### src/rtl/pen_locator_pkg.sv
// Shared types for the light-pen locator: tracker state codes, matrix
// coordinate width and the packed scan word carried through the lag line.
package pen_locator_pkg;

  localparam int PIX_W = 3;

  typedef enum logic [1:0] {
    PEN_IDLE   = 2'd0,
    PEN_TRACK  = 2'd1,
    PEN_LOCKED = 2'd2
  } pen_state_e;

  typedef struct packed {
    logic [PIX_W-1:0] row;
    logic [PIX_W-1:0] col;
    logic             stb;
    logic             fs;
  } scan_word_t;

endpackage

### src/rtl/pen_locator_if.sv
// Scan-position bus from the LED driver and confirmed-hit bus to its frame RAM.
// Handshake: scan_stb qualifies scan_row/scan_col for one cycle and hit_vld
// qualifies hit_row/hit_col for one cycle; neither side can stall (no ready).
interface pen_locator_if;
  logic [pen_locator_pkg::PIX_W-1:0] scan_row;
  logic [pen_locator_pkg::PIX_W-1:0] scan_col;
  logic                              scan_stb;
  logic                              frame_start;
  logic                              hit_vld;
  logic [pen_locator_pkg::PIX_W-1:0] hit_row;
  logic [pen_locator_pkg::PIX_W-1:0] hit_col;

  modport master (
    output scan_row, scan_col, scan_stb, frame_start,
    input  hit_vld, hit_row, hit_col
  );

  modport slave (
    input  scan_row, scan_col, scan_stb, frame_start,
    output hit_vld, hit_row, hit_col
  );
endinterface

### src/rtl/pen_locator_scan_delay.sv
// Delays the scan word by LAG_CYC clocks so it lines up with the pen pad
// and synchronizer latency; LAG_CYC=0 is a straight wire.
module scan_delay
  import pen_locator_pkg::*;
#(
  parameter int unsigned LAG_CYC = 2
) (
  input  logic       clk,
  input  logic       rst,
  input  scan_word_t d,
  output scan_word_t q
);

  generate
    if (LAG_CYC == 0) begin : g_wire
      assign q = d;
    end else begin : g_shift
      scan_word_t sr [LAG_CYC];

      always_ff @(posedge clk) begin
        if (rst) begin
          for (int i = 0; i < int'(LAG_CYC); i++) sr[i] <= '0;
        end else begin
          sr[0] <= d;
          for (int i = 1; i < int'(LAG_CYC); i++) sr[i] <= sr[i-1];
        end
      end

      assign q = sr[LAG_CYC-1];
    end
  endgenerate

endmodule

### src/rtl/pen_locator.sv
// Correlates the synchronized pen pulse with the lag-aligned scan position and
// emits one hit strobe once the same pixel is seen CONFIRM_FRAMES frames in a row.
module pen_locator
  import pen_locator_pkg::*;
#(
  parameter int unsigned LAG_CYC        = 2,
  parameter int unsigned CONFIRM_FRAMES = 3
) (
  input  logic          clk,
  input  logic          rst,
  input  logic          en,
  input  logic          pen_i,
  pen_locator_if.slave  bus,
  output logic          pen_present,
  output pen_state_e    dbg_state
);

  localparam int CNT_W = $clog2(CONFIRM_FRAMES + 1);
  localparam logic [CNT_W-1:0] CNT_MAX = CNT_W'(CONFIRM_FRAMES);
  localparam logic [CNT_W-1:0] CNT_ONE = CNT_W'(1);

  logic                 pen_q1, pen_s;
  scan_word_t           scan_in, scan_d;
  pen_state_e           state, state_next;
  logic [CNT_W-1:0]     cnt, cnt_next;
  logic [2*PIX_W-1:0]   cand, stored, stored_next;
  logic                 cand_vld, emit, pen_hit;

  assign scan_in   = {bus.scan_row, bus.scan_col, bus.scan_stb, bus.frame_start};
  assign pen_hit   = scan_d.stb & pen_s;
  assign dbg_state = state;

  scan_delay #(.LAG_CYC(LAG_CYC)) u_delay (
    .clk (clk),
    .rst (rst),
    .d   (scan_in),
    .q   (scan_d)
  );

  // Frame evaluation only happens on the delayed frame boundary.
  always_comb begin
    state_next  = state;
    cnt_next    = cnt;
    stored_next = stored;
    emit        = 1'b0;
    if (scan_d.fs) begin
      if (!cand_vld) begin
        state_next = PEN_IDLE;
        cnt_next   = '0;
      end else if (state != PEN_IDLE && cand == stored) begin
        if (state == PEN_TRACK) begin
          cnt_next = (cnt == CNT_MAX) ? cnt : cnt + CNT_ONE;
          if (cnt_next == CNT_MAX) begin
            state_next = PEN_LOCKED;
            emit       = 1'b1;
          end
        end
      end else begin
        stored_next = cand;
        cnt_next    = CNT_ONE;
        if (CONFIRM_FRAMES == 1) begin
          state_next = PEN_LOCKED;
          emit       = 1'b1;
        end else begin
          state_next = PEN_TRACK;
        end
      end
    end
  end

  always_ff @(posedge clk) begin
    if (rst) begin
      state  <= PEN_IDLE;
      cnt    <= '0;
      stored <= '0;
    end else if (!en) begin
      state  <= PEN_IDLE;
      cnt    <= '0;
    end else begin
      state  <= state_next;
      cnt    <= cnt_next;
      stored <= stored_next;
    end
  end

  always_ff @(posedge clk) begin
    if (rst) begin
      pen_q1      <= 1'b0;
      pen_s       <= 1'b0;
      cand        <= '0;
      cand_vld    <= 1'b0;
      pen_present <= 1'b0;
      bus.hit_vld <= 1'b0;
      bus.hit_row <= '0;
      bus.hit_col <= '0;
    end else begin
      pen_q1      <= pen_i;
      pen_s       <= pen_q1;
      pen_present <= (state != PEN_IDLE);
      bus.hit_vld <= 1'b0;
      if (!en) begin
        cand_vld <= 1'b0;
      end else begin
        bus.hit_vld <= emit;
        if (emit) {bus.hit_row, bus.hit_col} <= stored_next;
        // A hit coincident with the boundary seeds the new frame's candidate.
        if (scan_d.fs) begin
          cand_vld <= pen_hit;
          if (pen_hit) cand <= {scan_d.row, scan_d.col};
        end else if (pen_hit && !cand_vld) begin
          cand_vld <= 1'b1;
          cand     <= {scan_d.row, scan_d.col};
        end
      end
    end
  end

endmodule
### src/flat_wrapper.sv
// flat-port wrapper written by rule: the top's interface ports become plain ports
module pen_locator_flat import pen_locator_pkg::*;
#(
  parameter int unsigned LAG_CYC        = 2,
  parameter int unsigned CONFIRM_FRAMES = 3
)
  (clk, rst, en, pen_i, pen_present, dbg_state, bus_scan_row, bus_scan_col, bus_scan_stb, bus_frame_start, bus_hit_vld, bus_hit_row, bus_hit_col);
  pen_locator_if bus_i ();
  input  logic clk;
  input  logic rst;
  input  logic en;
  input  logic pen_i;
  output logic pen_present;
  output pen_state_e dbg_state;
  input wire logic [$bits(bus_i.scan_row)-1:0] bus_scan_row;
  input wire logic [$bits(bus_i.scan_col)-1:0] bus_scan_col;
  input wire logic [$bits(bus_i.scan_stb)-1:0] bus_scan_stb;
  input wire logic [$bits(bus_i.frame_start)-1:0] bus_frame_start;
  output wire logic [$bits(bus_i.hit_vld)-1:0] bus_hit_vld;
  output wire logic [$bits(bus_i.hit_row)-1:0] bus_hit_row;
  output wire logic [$bits(bus_i.hit_col)-1:0] bus_hit_col;
  assign bus_i.scan_row = bus_scan_row;
  assign bus_i.scan_col = bus_scan_col;
  assign bus_i.scan_stb = bus_scan_stb;
  assign bus_i.frame_start = bus_frame_start;
  assign bus_hit_vld = bus_i.hit_vld;
  assign bus_hit_row = bus_i.hit_row;
  assign bus_hit_col = bus_i.hit_col;
  pen_locator #(.LAG_CYC(LAG_CYC), .CONFIRM_FRAMES(CONFIRM_FRAMES)) u_core (.clk(clk), .rst(rst), .en(en), .pen_i(pen_i), .bus(bus_i), .pen_present(pen_present), .dbg_state(dbg_state));
endmodule
### config.mk
export PLATFORM = sky130hd
export DESIGN_NAME = pen_locator_flat
export DESIGN_NICKNAME = d
export VERILOG_FILES = /design/src/rtl/pen_locator_pkg.sv /design/src/rtl/pen_locator_if.sv /design/src/rtl/pen_locator_scan_delay.sv /design/src/rtl/pen_locator.sv /design/src/flat_wrapper.sv
export SDC_FILE = /design/constraint.sdc
export NUM_CORES = 1
export LEC_CHECK = 0
export CORE_MARGIN = 4
export CORE_UTILIZATION = 51
export CTS_CLUSTER_DIAMETER = 150
export CTS_CLUSTER_SIZE = 16
export DETAILED_ROUTE_END_ITERATION = 12
export GPL_TIMING_DRIVEN = 0
export HOLD_SLACK_MARGIN = 0.02
export MAX_ROUTING_LAYER = met4
export PLACE_DENSITY_LB_ADDON = 0.3
export SLEW_MARGIN = 10
export SYNTH_ARGS = -nofsm -noshare
export SYNTH_HDL_FRONTEND = slang
export SYNTH_SLANG_ARGS = --single-unit
### constraint.sdc
create_clock -name clk -period 4.41 [get_ports clk]
set_input_delay 0.6615 -clock clk [delete_from_list [all_inputs] [get_ports clk]]
set_output_delay 0.6615 -clock clk [all_outputs]
set_load 0.05 [all_outputs]
==> run_results.csv <==
group,metric,value,unit
outcome,status,"finished, final reports clean",
clock_tree,numCtsBuffers,5,
worst_setup_path,cp_top_family,"buffers and inverters",
routing,firstDrtPassIters,4,
logic_synthesis,synth_enable_flop_cells,0,
clock_tree,clock_sinks,43,
floorplan,fp.dieArea,4110,sq um
pwr,p_leak,0.703,nW
placement,dp_hpwl,2.03,mm
placement,dp.cells,218,
grt,track_usage,0.160,
worst_setup_path,worstSetupPathType,"reg -> out",
floorplan,fp.dieW,64.1,um
sta,layout_setup_ws,2100,ps
final_layout,postLayoutCellArea,1930,sq um
logic_synthesis,synthDistinctLibCells,28,
logic_synthesis,yosys.area.top_type,"dfxtp_1",
sta,setup_violations,0,
grt,antenna_found_initial,0,
placement,gp_congestion,0.753,
logic_synthesis,synthSimpleGateAreaFrac,0.237,
grt,overflow,0,
routing,drt-initial-drc-count,56,
final_layout,drive_gt1_frac,0.0714,
logic_synthesis,synthMuxAreaShare,0.112,
logic_synthesis,synth_seq_cells,43,
placement,post_dp_cell_area,1860,sq um
floorplan,die_h,64.1,um
floorplan,core,3030,sq um
clock_tree,worst_skew_pair.late_latency,350,ps
clock_tree,postCtsSetupBuffers,0,
logic_synthesis,yosys_most_used_dff,"dfxtp_1",
logic_synthesis,synthArstFlopShare,0,
clock_tree,clkSlewWorstSetupHoldPaths,120,ps
worst_setup_path,end_kind,"output pin",
routing,avgViaCountPerCell,4.98,
sta,skew,4.45,ps
clock_tree,cts_buffer_depth,2,
worst_setup_path,cp_slowest_stage_delay,840,ps
pwr,power,0.632,mW
logic_synthesis,synth_xor_area_frac,0.0327,
grt,grt_pass1_wl,4.91,mm
flow_run,max_cap_viol_count,0,
logic_synthesis,netlist_area,1610,sq um
sta,drv_slew,0,
final_layout,fin_util,0.638,
final_layout,fin_cells,226,
final_layout,diodes,0,
worst_setup_path,path_cells,"clkdlybuf4s50_1",
sta,max_freq,433,MHz
worst_setup_path,slowest_stage,"clkdlybuf4s50_1",
sta,period_share,0.523,
worst_setup_path,worstPathRequired,3750,ps
clock_tree,cts_tree,"done",
worst_setup_path,startpoint_type,"register",
logic_synthesis,synth_fa_ha_area_frac,0,
final_layout,final_nets,193,
logic_synthesis,synth-seq-area-share,0.535,
logic_synthesis,synth_compound_area_frac,0.0529,
floorplan,floorplan.initialDensity,0.531,
logic_synthesis,yosys.area.top_type_share,0.535,
grt,grt_max_degree,15,
grt,grt_pass1_vias,1114,
worst_setup_path,cp_max_fo,7,
worst_setup_path,worstPathBufferInverterCount,1,
logic_synthesis,synth_top_family_by_area,"simple AND/OR/NAND/NOR gates",
sta,hold_ws,447,ps
routing,wl,2.71,mm
sta,finalCriticalPeriod,2310,ps
routing,wl_per_cell,12.0,um
worst_setup_path,crit_cells,1,
clock_tree,root_buffer,"clkbuf_4",
logic_synthesis,synth.area.top_cells,"dfxtp_1 54%, mux2i_1 11%, nor2b_1 7.4%",
floorplan,rows,20,
final_layout,syn_to_final_growth,20.1,%
sta,rsz0062_at_grt,"false",
sta,tns,0,ps
logic_synthesis,yosys_warnings,0,
pwr,pwr_density_cell,328,nW/um^2
clock_tree,ctsHoldBuffers,0,
logic_synthesis,syn_area_per_cell,10.4,sq um
worst_hold_path,hold_class,"reg -> reg",
logic_synthesis,syn_nets,166,
clock_tree,h-tree-depth,2,
worst_hold_path,worstHoldPathCells,1,
placement,dp_slack,1980,ps
routing,postRouteAntennaNets,0,
clock_tree,ctsResizeCount,0,
sta,slew_headroom,0.654,
sta,final_hold_viol_count,0,
sta,tightestPinTransition,519,ps
floorplan,ios,22,
pwr,max-vdd-ir-drop,0.215,mV
placement,portBuffers,20,
routing,post-route-drc-count,0,
worst_setup_path,r2r_cells,5,
logic_synthesis,synth_cells,154,
worst_setup_path,crit_arrival,1650,ps
routing,dr_total_vias,1126,
final_layout,fillCellCount,246,
## worst reg2reg max path: cells and delay by family, from the launching register on
kind | cells | cell delay, ps
buffers and inverters | 1 | 170
AND/OR/NAND/NOR | 3 | 820
multiplexers | 1 | 190
flip-flops | 1 | 460
## power breakdown
| part | internal (mW) | switching [mW] | leakage [nW] | total [mW] |
|---|---|---|---|---|
| logic | 0.0169 | 0.0133 | 0.318 | 0.0301 |
| registers | 0.396 | 0.00237 | 0.350 | 0.399 |
| clock network | 0.0786 | 0.125 | 0.0345 | 0.203 |
## cells by family (layout without fill, tap and decap cells)
logic type,count (synthesis),count (layout)
and+or+nand+nor,62,62
AOI/OAI and AO/OA,13,13
buffers and inverters,12,40
muxes,18,18
DFF,43,43
xor gates and xnor gates,6,6
## placed cells by master, fill, tap and decap left out, types with 2 or more instances in the layout
cell / instances
a21oi_1: 3
a31oi_1: 5
and3_1: 2
clkbuf_1: 5
clkbuf_4: 5
clkdlybuf4s50_1: 20
dfxtp_1: 43
inv_1: 5
mux2i_1: 18
nand2b_1: 18
nand3_1: 3
nor2_1: 11
nor2b_1: 19
or2b_1: 2
xor2_1: 5
## final timing paths
kind	from	end	slack, ps
hold reg to reg	u_core.u_delay.g_shift.sr[0][1]$_SDFF_PP0_	u_core.u_delay.g_shift.sr[0][9]$_SDFF_PP0_	450
setup reg to reg	u_core.dbg_state[1]$_SDFFE_PP0P_	u_core.bus.hit_col[1]$_SDFFE_PP0P_	2710
setup / recovery	u_core.dbg_state[1]$_SDFFE_PP0P_	dbg_state[1]	2100
hold / removal	u_core.u_delay.g_shift.sr[0][1]$_SDFF_PP0_	u_core.u_delay.g_shift.sr[0][9]$_SDFF_PP0_	450
## metal layers
metal | global-route usage | wire length, um | up-vias
li1 | - | - | 564
met1 | 0.171 | 1140 | 528
met2 | 0.270 | 1390 | 29
met3 | 0.0633 | 139 | 5
met4 | 0.0554 | 40 | 0
met5 | - | 0 | -
## layout make-up
class                   instances  area [sq um]  share of cell area
inverters                       5          18.8             0.00972
plain buffers                   7          28.8              0.0149
clock inverters                 2          16.3             0.00843
multi-input cells              99           699               0.362
well taps                      44          55.1              0.0285
flip-flops and latches         43           861               0.446
clock buffers                   6          51.3              0.0266
repair buffers                 20           200               0.104
## state kept, by name (all words and copies together) (netlist names), 2 cells and up
register	count
u_core.cand	6
u_core.dbg_state	2
u_core.u_delay.g_shift.sr	16
u_core.bus.hit_row	3
u_core.bus.hit_col	3
u_core.cnt	2
u_core.stored	6
## cells in the mapped netlist (2+ instances only)
| library cell | n |
|---|---|
| inv_1 | 5 |
| nor2_1 | 11 |
| and3_1 | 2 |
| xor2_1 | 5 |
| a21oi_1 | 3 |
| a31oi_1 | 5 |
| nand2b_1 | 18 |
| dfxtp_1 | 43 |
| nor2b_1 | 19 |
| nand3_1 | 3 |
| clkbuf_1 | 5 |
| or2b_1 | 2 |
| mux2i_1 | 18 |
Power figures use the tool's default switching activity.
